==> config.mk <==
export PLATFORM = sky130hd
export DESIGN_NAME = fetch_sequencer
export DESIGN_NICKNAME = d
export VERILOG_FILES = /design/src/rtl/fetch_pkg.sv /design/src/rtl/fetch_skid_fifo.sv /design/src/rtl/fetch_sequencer.sv
export SDC_FILE = /design/constraint.sdc
export NUM_CORES = 1
export LEC_CHECK = 0
export BUFFER_PORTS_ARGS = -buffer_cell sky130_fd_sc_hd__buf_2
export CAP_MARGIN = 20
export CORE_MARGIN = 5
export CORE_UTILIZATION = 50
export CTS_CLUSTER_DIAMETER = 40
export DETAILED_ROUTE_END_ITERATION = 6
export GPL_ROUTABILITY_DRIVEN = 0
export PLACE_DENSITY_LB_ADDON = 0.25
export SYNTH_ARGS = -nofsm -noshare
export SYNTH_HDL_FRONTEND = slang
export SYNTH_HIERARCHICAL = 1
export SYNTH_SLANG_ARGS = --single-unit
==> constraint.sdc <==
create_clock -name Clk -period 2.9 [get_ports Clk]
set_clock_uncertainty 0.1 [all_clocks]
set_input_delay 0.725 -clock Clk [delete_from_list [all_inputs] [get_ports Clk]]
set_output_delay 0.725 -clock Clk [all_outputs]
set_load 0.1 [all_outputs]
==> src/rtl/fetch_pkg.sv <==
// ============================================================================
//  Module      : fetch_pkg
//  Description : Shared definitions for the instruction-fetch sequencer:
//                FSM state encodings, output FIFO depth, default reset PC
//                and the issue-credit helper.
//  Revision    : 1.0  initial release
// ============================================================================
`default_nettype none

package fetch_pkg;

  typedef enum logic [1:0] {
    ST_IDLE = 2'd0,
    ST_RUN  = 2'd1,
    ST_HALT = 2'd2
  } fetch_state_t;

  localparam int FIFO_DEPTH       = 2;
  localparam int COUNT_W          = 2;  // holds 0..FIFO_DEPTH
  localparam int DEFAULT_RESET_PC = 0;

  // A new read may issue only if every word already owed to the FIFO
  // (buffered + in flight, minus the one leaving this cycle) still leaves
  // a free slot for the word this issue will return.
  function automatic logic has_credit(input logic [COUNT_W-1:0] count,
                                      input logic               inflight,
                                      input logic               pop);
    logic [COUNT_W:0] committed;
    committed = {1'b0, count} + {{COUNT_W{1'b0}}, inflight}
              - {{COUNT_W{1'b0}}, pop};
    return committed < (COUNT_W + 1)'(FIFO_DEPTH);
  endfunction

endpackage

`default_nettype wire

==> src/rtl/fetch_skid_fifo.sv <==
// ============================================================================
//  Module      : fetch_skid_fifo
//  Description : Two-entry FIFO of {instruction, pc} between the memory
//                response path and the decode handshake.
//  Ports       : clk/rst_n   clock, asynchronous active-low reset
//                push/push_* write a returned word
//                pop         remove head entry
//                flush       discard all entries (wins over push/pop)
//                head_*      head entry, empty, count
//  Revision    : 1.0  initial release
// ============================================================================
`default_nettype none

module fetch_skid_fifo
  import fetch_pkg::*;
#(
  parameter int ADDR_W = 32
) (
  input  logic               clk,
  input  logic               rst_n,
  input  logic               push,
  input  logic [31:0]        push_instr,
  input  logic [ADDR_W-1:0]  push_pc,
  input  logic               pop,
  input  logic               flush,
  output logic [31:0]        head_instr,
  output logic [ADDR_W-1:0]  head_pc,
  output logic               empty,
  output logic [COUNT_W-1:0] count
);

  logic [31:0]       mem_instr [0:FIFO_DEPTH-1];
  logic [ADDR_W-1:0] mem_pc    [0:FIFO_DEPTH-1];
  logic              rd_ptr;
  logic              wr_ptr;
  logic              do_pop;
  logic              do_push;
  logic              full;

  assign empty      = (count == '0);
  assign full       = (count == COUNT_W'(FIFO_DEPTH));
  assign do_pop     = pop && !empty;
  assign do_push    = push && (!full || do_pop);
  assign head_instr = mem_instr[rd_ptr];
  assign head_pc    = mem_pc[rd_ptr];

  always_ff @(posedge clk or negedge rst_n) begin
    if (!rst_n) begin
      rd_ptr <= 1'b0;
      wr_ptr <= 1'b0;
      count  <= '0;
      for (int i = 0; i < FIFO_DEPTH; i++) begin
        mem_instr[i] <= '0;
        mem_pc[i]    <= '0;
      end
    end else if (flush) begin
      rd_ptr <= 1'b0;
      wr_ptr <= 1'b0;
      count  <= '0;
    end else begin
      if (do_push) begin
        mem_instr[wr_ptr] <= push_instr;
        mem_pc[wr_ptr]    <= push_pc;
        wr_ptr            <= ~wr_ptr;
      end
      if (do_pop) begin
        rd_ptr <= ~rd_ptr;
      end
      count <= count + COUNT_W'(do_push) - COUNT_W'(do_pop);
    end
  end

  // The upstream credit check makes a push into a full FIFO impossible.
  always_ff @(posedge clk) begin
    if (rst_n && !flush) begin
      a_no_overflow: assert (!(push && full && !pop));
    end
  end

endmodule

`default_nettype wire

==> src/rtl/fetch_sequencer.sv <==
// ============================================================================
//  Module      : fetch_sequencer
//  Description : Instruction-fetch controller. Owns the PC, issues reads to
//                a 1-cycle-latency instruction memory, buffers returned words
//                and hands them to decode over valid/ready. Handles redirects
//                and halts on an out-of-range fetch.
//  Ports       : Clk, Reset_n            clock, async active-low reset
//                Start, Stop             begin fetching / suppress issues
//                RedirectValid/PC        PC change from execute
//                MemAddress/MemReadData  instruction memory interface
//                InstrValid/Ready/Instr/InstrPC  decode handshake
//                Fault/FaultPC           sticky out-of-range indication
//  Revision    : 1.0  initial release
// ============================================================================
`default_nettype none

module fetch_sequencer
  import fetch_pkg::*;
#(
  parameter int                 ADDR_W    = 32,
  parameter int                 MEM_DEPTH = 32,
  parameter logic [ADDR_W-1:0]  RESET_PC  = ADDR_W'(DEFAULT_RESET_PC)
) (
  input  logic              Clk,
  input  logic              Reset_n,
  input  logic              Start,
  input  logic              Stop,
  input  logic              RedirectValid,
  input  logic [ADDR_W-1:0] RedirectPC,
  output logic [ADDR_W-1:0] MemAddress,
  input  logic [31:0]       MemReadData,
  output logic              InstrValid,
  input  logic              InstrReady,
  output logic [31:0]       Instr,
  output logic [ADDR_W-1:0] InstrPC,
  output logic              Fault,
  output logic [ADDR_W-1:0] FaultPC
);

  localparam logic [ADDR_W-1:0] MEM_LIMIT = ADDR_W'(MEM_DEPTH);

  fetch_state_t       state;
  logic [ADDR_W-1:0]  pc;
  logic               inflight;
  logic [ADDR_W-1:0]  tag_pc;
  logic [COUNT_W-1:0] count;
  logic               empty;
  logic               pop;
  logic               redirect;
  logic               fetch_ok;
  logic               issue;
  logic               fault_now;
  logic               push;

  assign MemAddress = pc;
  assign InstrValid = !empty;
  assign pop        = InstrValid && InstrReady;

  // Redirects are honoured in IDLE and RUN only; HALT is terminal.
  assign redirect   = RedirectValid && (state != ST_HALT);
  assign fetch_ok   = (state == ST_RUN) && !redirect && !Stop;
  assign issue      = fetch_ok && (pc < MEM_LIMIT) && has_credit(count, inflight, pop);
  assign fault_now  = fetch_ok && (pc >= MEM_LIMIT);
  // A redirect squashes the word still in flight.
  assign push       = inflight && !redirect;

  always_ff @(posedge Clk or negedge Reset_n) begin
    if (!Reset_n) begin
      state    <= ST_IDLE;
      pc       <= RESET_PC;
      inflight <= 1'b0;
      tag_pc   <= '0;
      Fault    <= 1'b0;
      FaultPC  <= '0;
    end else begin
      inflight <= issue;
      if (issue) begin
        tag_pc <= pc;
        pc     <= pc + ADDR_W'(1);
      end
      if (redirect) begin
        pc <= RedirectPC;
      end
      case (state)
        ST_IDLE: begin
          if (Start) state <= ST_RUN;
        end
        ST_RUN: begin
          if (fault_now) begin
            state   <= ST_HALT;
            Fault   <= 1'b1;
            FaultPC <= pc;
          end
        end
        ST_HALT: begin
          state <= ST_HALT;
        end
        default: state <= ST_IDLE;
      endcase
    end
  end

  fetch_skid_fifo #(
    .ADDR_W (ADDR_W)
  ) u_fifo (
    .clk        (Clk),
    .rst_n      (Reset_n),
    .push       (push),
    .push_instr (MemReadData),
    .push_pc    (tag_pc),
    .pop        (pop),
    .flush      (redirect),
    .head_instr (Instr),
    .head_pc    (InstrPC),
    .empty      (empty),
    .count      (count)
  );

endmodule

`default_nettype wire

==> flow_summary.html <==
<table>
<tr><th>Metric</th><th>Value</th></tr>
<tr><th colspan="2">Floorplanning</th></tr>
<tr><td>Overall die area</td><td>22700 µm²</td></tr>
<tr><td>Chip width</td><td>151 µm</td></tr>
<tr><td>Placeable core area</td><td>19500 µm²</td></tr>
<tr><td>Starting density of the core</td><td>roughly half</td></tr>
<tr><td>Num rows</td><td>51</td></tr>
<tr><td>Floorplan die height</td><td>151 µm</td></tr>
<tr><td># IOs</td><td>200</td></tr>
<tr><th colspan="2">Logic synthesis</th></tr>
<tr><td>Area fraction in compound gates after synthesis</td><td>between 1 and 1.5%</td></tr>
<tr><td>Xor/xnor share of the synthesized area</td><td>0.355%</td></tr>
<tr><td>Combinational family with the most area after synthesis</td><td>multiplexers</td></tr>
<tr><td>Mux share of post-synthesis cell area</td><td>between 20% and 30%</td></tr>
<tr><td>Most used DFF post-synth</td><td>sky130_fd_sc_hd__dfrtp_1</td></tr>
<tr><td>Gate count after technology mapping</td><td>688</td></tr>
<tr><td>Post-Synthesis Cell Area</td><td>about 10000 µm²</td></tr>
<tr><td>Cell taking the most area after synthesis</td><td>sky130_fd_sc_hd__dfrtp_1</td></tr>
<tr><td>Top cells by area in the synthesized netlist</td><td>sky130_fd_sc_hd__dfrtp_1 59%, sky130_fd_sc_hd__mux2_2 18%, sky130_fd_sc_hd__mux2_4 9.1%</td></tr>
<tr><td>Top cell types by occurrence after synthesis</td><td>232 x sky130_fd_sc_hd__dfrtp_1, 162 x sky130_fd_sc_hd__mux2_2, 88 x sky130_fd_sc_hd__nand2_1</td></tr>
<tr><td>Count of flip-flops with a built-in enable after synthesis</td><td>0</td></tr>
<tr><td>Post-synthesis adder-cell area fraction</td><td>1.22%</td></tr>
<tr><td>Share of the synthesized area in the top cell type</td><td>58.8%</td></tr>
<tr><td>Flip-flop and latch count after synthesis</td><td>232</td></tr>
<tr><td>Fraction of registers with async set or reset after synthesis</td><td>100%</td></tr>
<tr><td>Share of the yosys chip area belonging to registers</td><td>58.8%</td></tr>
<tr><td>Number of warnings reported in the yosys synthesis log</td><td>6</td></tr>
<tr><td>Count of different cell masters after synthesis</td><td>42</td></tr>
<tr><td>Most numerous cell in the Yosys netlist</td><td>sky130_fd_sc_hd__dfrtp_1</td></tr>
<tr><td>Mean cell area of the mapped netlist</td><td>about 14 µm²</td></tr>
<tr><td>Basic-gate share of the synthesized area counting and, or, nand and nor cells</td><td>7.25%</td></tr>
<tr><td>Net count after synthesis</td><td>767</td></tr>
<tr><th colspan="2">Setup path</th></tr>
<tr><td>Highest net fanout along the worst path</td><td>6</td></tr>
<tr><td>Crit-path cells</td><td>nor2_4 -&gt; nor2b_4 -&gt; ha_4 -&gt; nor2b_4 -&gt; fa_2 -&gt; or4_4 -&gt; nor3_4 -&gt; buf_12 -&gt; mux2_4 -&gt; o221a_4</td></tr>
<tr><td>Slowest stage delay, CP</td><td>510 ps</td></tr>
<tr><td>Required time at the endpoint of the critical path</td><td>3180 ps</td></tr>
<tr><td>Crit path kind</td><td>flip-flop to flip-flop</td></tr>
<tr><td>Family with the most delay on the worst path</td><td>simple AND/OR/NAND/NOR gates</td></tr>
<tr><td>Critical Path AT</td><td>approximately 3200 ps</td></tr>
<tr><td>Register-to-register path setup slack</td><td>-60 ps</td></tr>
<tr><td>Endpoint type of the worst setup path</td><td>flip-flop</td></tr>
<tr><td>Startpoint type of the worst setup path</td><td>flip-flop</td></tr>
<tr><td>Slowest stage cell, crit path</td><td>sky130_fd_sc_hd__or4_4</td></tr>
<tr><td>Critical path buffers and inverters</td><td>1</td></tr>
<tr><td>Most common cell type on the critical path</td><td>sky130_fd_sc_hd__nor2b_4</td></tr>
<tr><th colspan="2">STA</th></tr>
<tr><td>Pins over their slew limit</td><td>0</td></tr>
<tr><td>Period utilisation layout</td><td>102%</td></tr>
<tr><td>Slew at the pin with the worst max-slew slack</td><td>518 ps</td></tr>
<tr><td>Final hold slack</td><td>45.4 ps</td></tr>
<tr><td>Max Freq</td><td>338 MHz</td></tr>
<tr><td>Minimum period implied by the final worst setup slack</td><td>2960 ps</td></tr>
<tr><td>Tightest slew margin relative to the limit</td><td>between 60 and 70%</td></tr>
<tr><td>Final setup violation count</td><td>2</td></tr>
<tr><td>Setup repair after global routing missed its margin</td><td>true</td></tr>
<tr><td>Final count of hold timing violations</td><td>0</td></tr>
<tr><td>Setup ws final</td><td>-56.4 ps</td></tr>
<tr><td>Sum of negative setup slack</td><td>-110 ps</td></tr>
<tr><th colspan="2">CTS</th></tr>
<tr><td>Clock tree from TritonCTS</td><td>built</td></tr>
<tr><td>Cell chosen for the clock root</td><td>sky130_fd_sc_hd__clkbuf_16</td></tr>
<tr><td>Clock edge transition at the registers on the reported setup and hold paths</td><td>about 50 ps</td></tr>
<tr><td>Post-CTS Hold Buffers</td><td>0</td></tr>
<tr><td>Maximum number of buffers from clock root to sink</td><td>3</td></tr>
<tr><td>Clk sinks</td><td>between 200 and 250</td></tr>
<tr><td>Later-pin clock latency in the skew report</td><td>490 ps</td></tr>
<tr><td>CTS HTree Levels</td><td>2</td></tr>
<tr><td>Inserted Clock Buffers</td><td>36</td></tr>
<tr><th colspan="2">Route</th></tr>
<tr><td>Drt total wl</td><td>20.8 mm</td></tr>
<tr><td>Number of design rule violations left after detail routing</td><td>0</td></tr>
<tr><td>Post-detailed-route count of antenna-violating nets</td><td>0</td></tr>
<tr><td>Total number of vias</td><td>6163</td></tr>
<tr><td>First DRT Iteration DRCs</td><td>221</td></tr>
<tr><td>Post-DR wirelength/cell</td><td>between 15 and 20 µm</td></tr>
<tr><td>Via density</td><td>5.11</td></tr>
<tr><td>Number of detailed-routing iterations run before antenna repair</td><td>4</td></tr>
<tr><th colspan="2">Flow run</th></tr>
<tr><td>Max-Cap Viols</td><td>0</td></tr>
<tr><th colspan="2">Cells and area</th></tr>
<tr><td>Area growth syn-to-layout</td><td>28.9%</td></tr>
<tr><td>Final antenna diode count</td><td>0</td></tr>
<tr><td>Post-layout instance count excluding filler cells</td><td>1205</td></tr>
<tr><td>Ratio of cells with drive above 1 in the final layout</td><td>a little under three fifths</td></tr>
<tr><td>Final net count</td><td>996</td></tr>
<tr><th colspan="2">GRT</th></tr>
<tr><td>Number of global-route vias before repair</td><td>6724</td></tr>
<tr><td>First-pass GRT wire length</td><td>34.7 mm</td></tr>
<tr><td>Number of antenna violations at the first check in global routing</td><td>0</td></tr>
<tr><td>Largest net degree at the start of global routing</td><td>~70</td></tr>
<tr><td>Total global routing track utilization</td><td>19.0%</td></tr>
<tr><td>Total grt overflow</td><td>0</td></tr>
<tr><th colspan="2">Status</th></tr>
<tr><td>Violated checks</td><td>setup timing</td></tr>
<tr><td>Outcome</td><td>complete, but fails checks</td></tr>
<tr><th colspan="2">Power</th></tr>
<tr><td>Clock power share</td><td>roughly 34%</td></tr>
<tr><td>Pwr Density</td><td>1050 nW/µm²</td></tr>
<tr><td>Switching pwr</td><td>5.82 mW</td></tr>
<tr><td>Fraction of power spent switching nets</td><td>43.5%</td></tr>
<tr><td>P_leak</td><td>6.78 nW</td></tr>
<tr><td>Final Power</td><td>roughly 13 mW</td></tr>
<tr><td>Combinational Power Share</td><td>35.2%</td></tr>
<tr><td>Portion of total power attributed to sequential cells</td><td>30.8%</td></tr>
<tr><td>Max VDD drop</td><td>1990 µV</td></tr>
<tr><td>Internal Pwr Total</td><td>~7.6 mW</td></tr>
<tr><th colspan="2">Placement</th></tr>
<tr><td>Placed insts</td><td>1138</td></tr>
<tr><td>Quantity of I/O buffers inserted on ports</td><td>199</td></tr>
<tr><td>Final HPWL DP</td><td>13.4 mm</td></tr>
<tr><th colspan="2">Min path</th></tr>
<tr><td>Class of the tightest hold or removal check</td><td>input port to asynchronous set/reset pin</td></tr>
</table>
-- layer usage --
layer  routed length, µm  GRT usage (%)  vias to the layer above
li1                    -              -                     2826
met1                9120           25.9                     3112
met2                9740           29.9                      190
met3                1600           5.75                       35
met4                 336           5.08                        0
met5                   0              0                        -
-- cells by family (layout without fill, tap and decap cells) --
logic type / count (synthesis) / count (layout)
multiplexers: 229 / 229
AO/OA/AOI/OAI: 17 / 17
XOR/XNOR: 4 / 4
buffers and inverters: 47 / 299
flip-flops: 232 / 232
AND/OR/NAND/NOR: 150 / 150
adder cells (fa/ha/maj): 9 / 9
-- timing repair --
item | 4_1_cts | 5_1_grt
pin swaps | 8 | 7
setup buffers | 4 | 1
gates resized for setup | 7 | 5
cloned | 1 | 0
endpoints found under the hold margin | 0 | 0
setup endpoints to repair | 38 | 38
-- path summary, 6_finish.rpt --
path                                           to  cells after the start            start
worst min-delay path            u_fifo/mem_pc[26]                      1          Reset_n
worst max-delay path                MemAddress[2]                     10  u_fifo/count[1]
worst min register to register              Fault                      1            Fault
min in group Clk                   MemAddress[13]                      3   RedirectPC[13]
max in group asynchronous           u_fifo/rd_ptr                      2          Reset_n
worst max register to register      MemAddress[2]                     10  u_fifo/count[1]
-- stage by stage --
step | cell area (µm²) | util, % | setup slack, ps
finish | 12700 | 65.4 | -56.4
global placement | 11300 | 58.2 | -565
detailed placement | 11300 | 58.2 | -592
floorplan | 9890 | - | -339
global route | 12700 | 65.4 | -134
CTS | 12700 | 65.3 | -63.3
-- layout make-up --
class	count	area (µm²)
Clock buffer	47	1030
Clock inverter	14	260
Fill cell	1469	6730
Inverter	11	41.3
Multi-Input combinational cell	409	3900
Sequential cell	232	5810
Tap cell	265	332
Timing Repair Buffer	227	1360
-- power by group through the flow --
stage	Sequential, mW	Combinational, mW	Clock (mW)
2_1_floorplan	7.27	0.695	0
3_3_place_gp	4.13	4.69	0
3_5_place_dp	4.16	4.73	0
4_1_cts	4.12	4.75	4.64
5_1_grt	4.19	4.92	4.81
6_report	4.13	4.72	4.55
-- layout by cell type (no fill, tap or decap), drive strengths merged, types with 2 or more instances in the layout --
cell type	Yosys	layout
o21ai	3	3
nand3	5	5
nand2	88	88
nand2b	3	3
mux2	228	228
nor2	7	7
clkbuf	15	47
ha	8	8
nor4	6	6
clkinvlp	0	3
dfrtp	232	232
nor2b	31	31
o221a	2	2
inv	11	12
nor3	3	3
a21oi	2	2
xnor2	3	3
a211oi	2	2
clkinv	0	3
bufinv	0	7
buf	21	227
and3	2	2
-- registers in the layout, indices dropped and copies added (netlist names), 2 cells and up --
register / cells
u_fifo/count: 2
FaultPC: 32
u_fifo/mem_pc: 64
state: 2
tag_pc: 32
MemAddress: 32
u_fifo/mem_instr: 64
(Power assumes the default switching activity.)
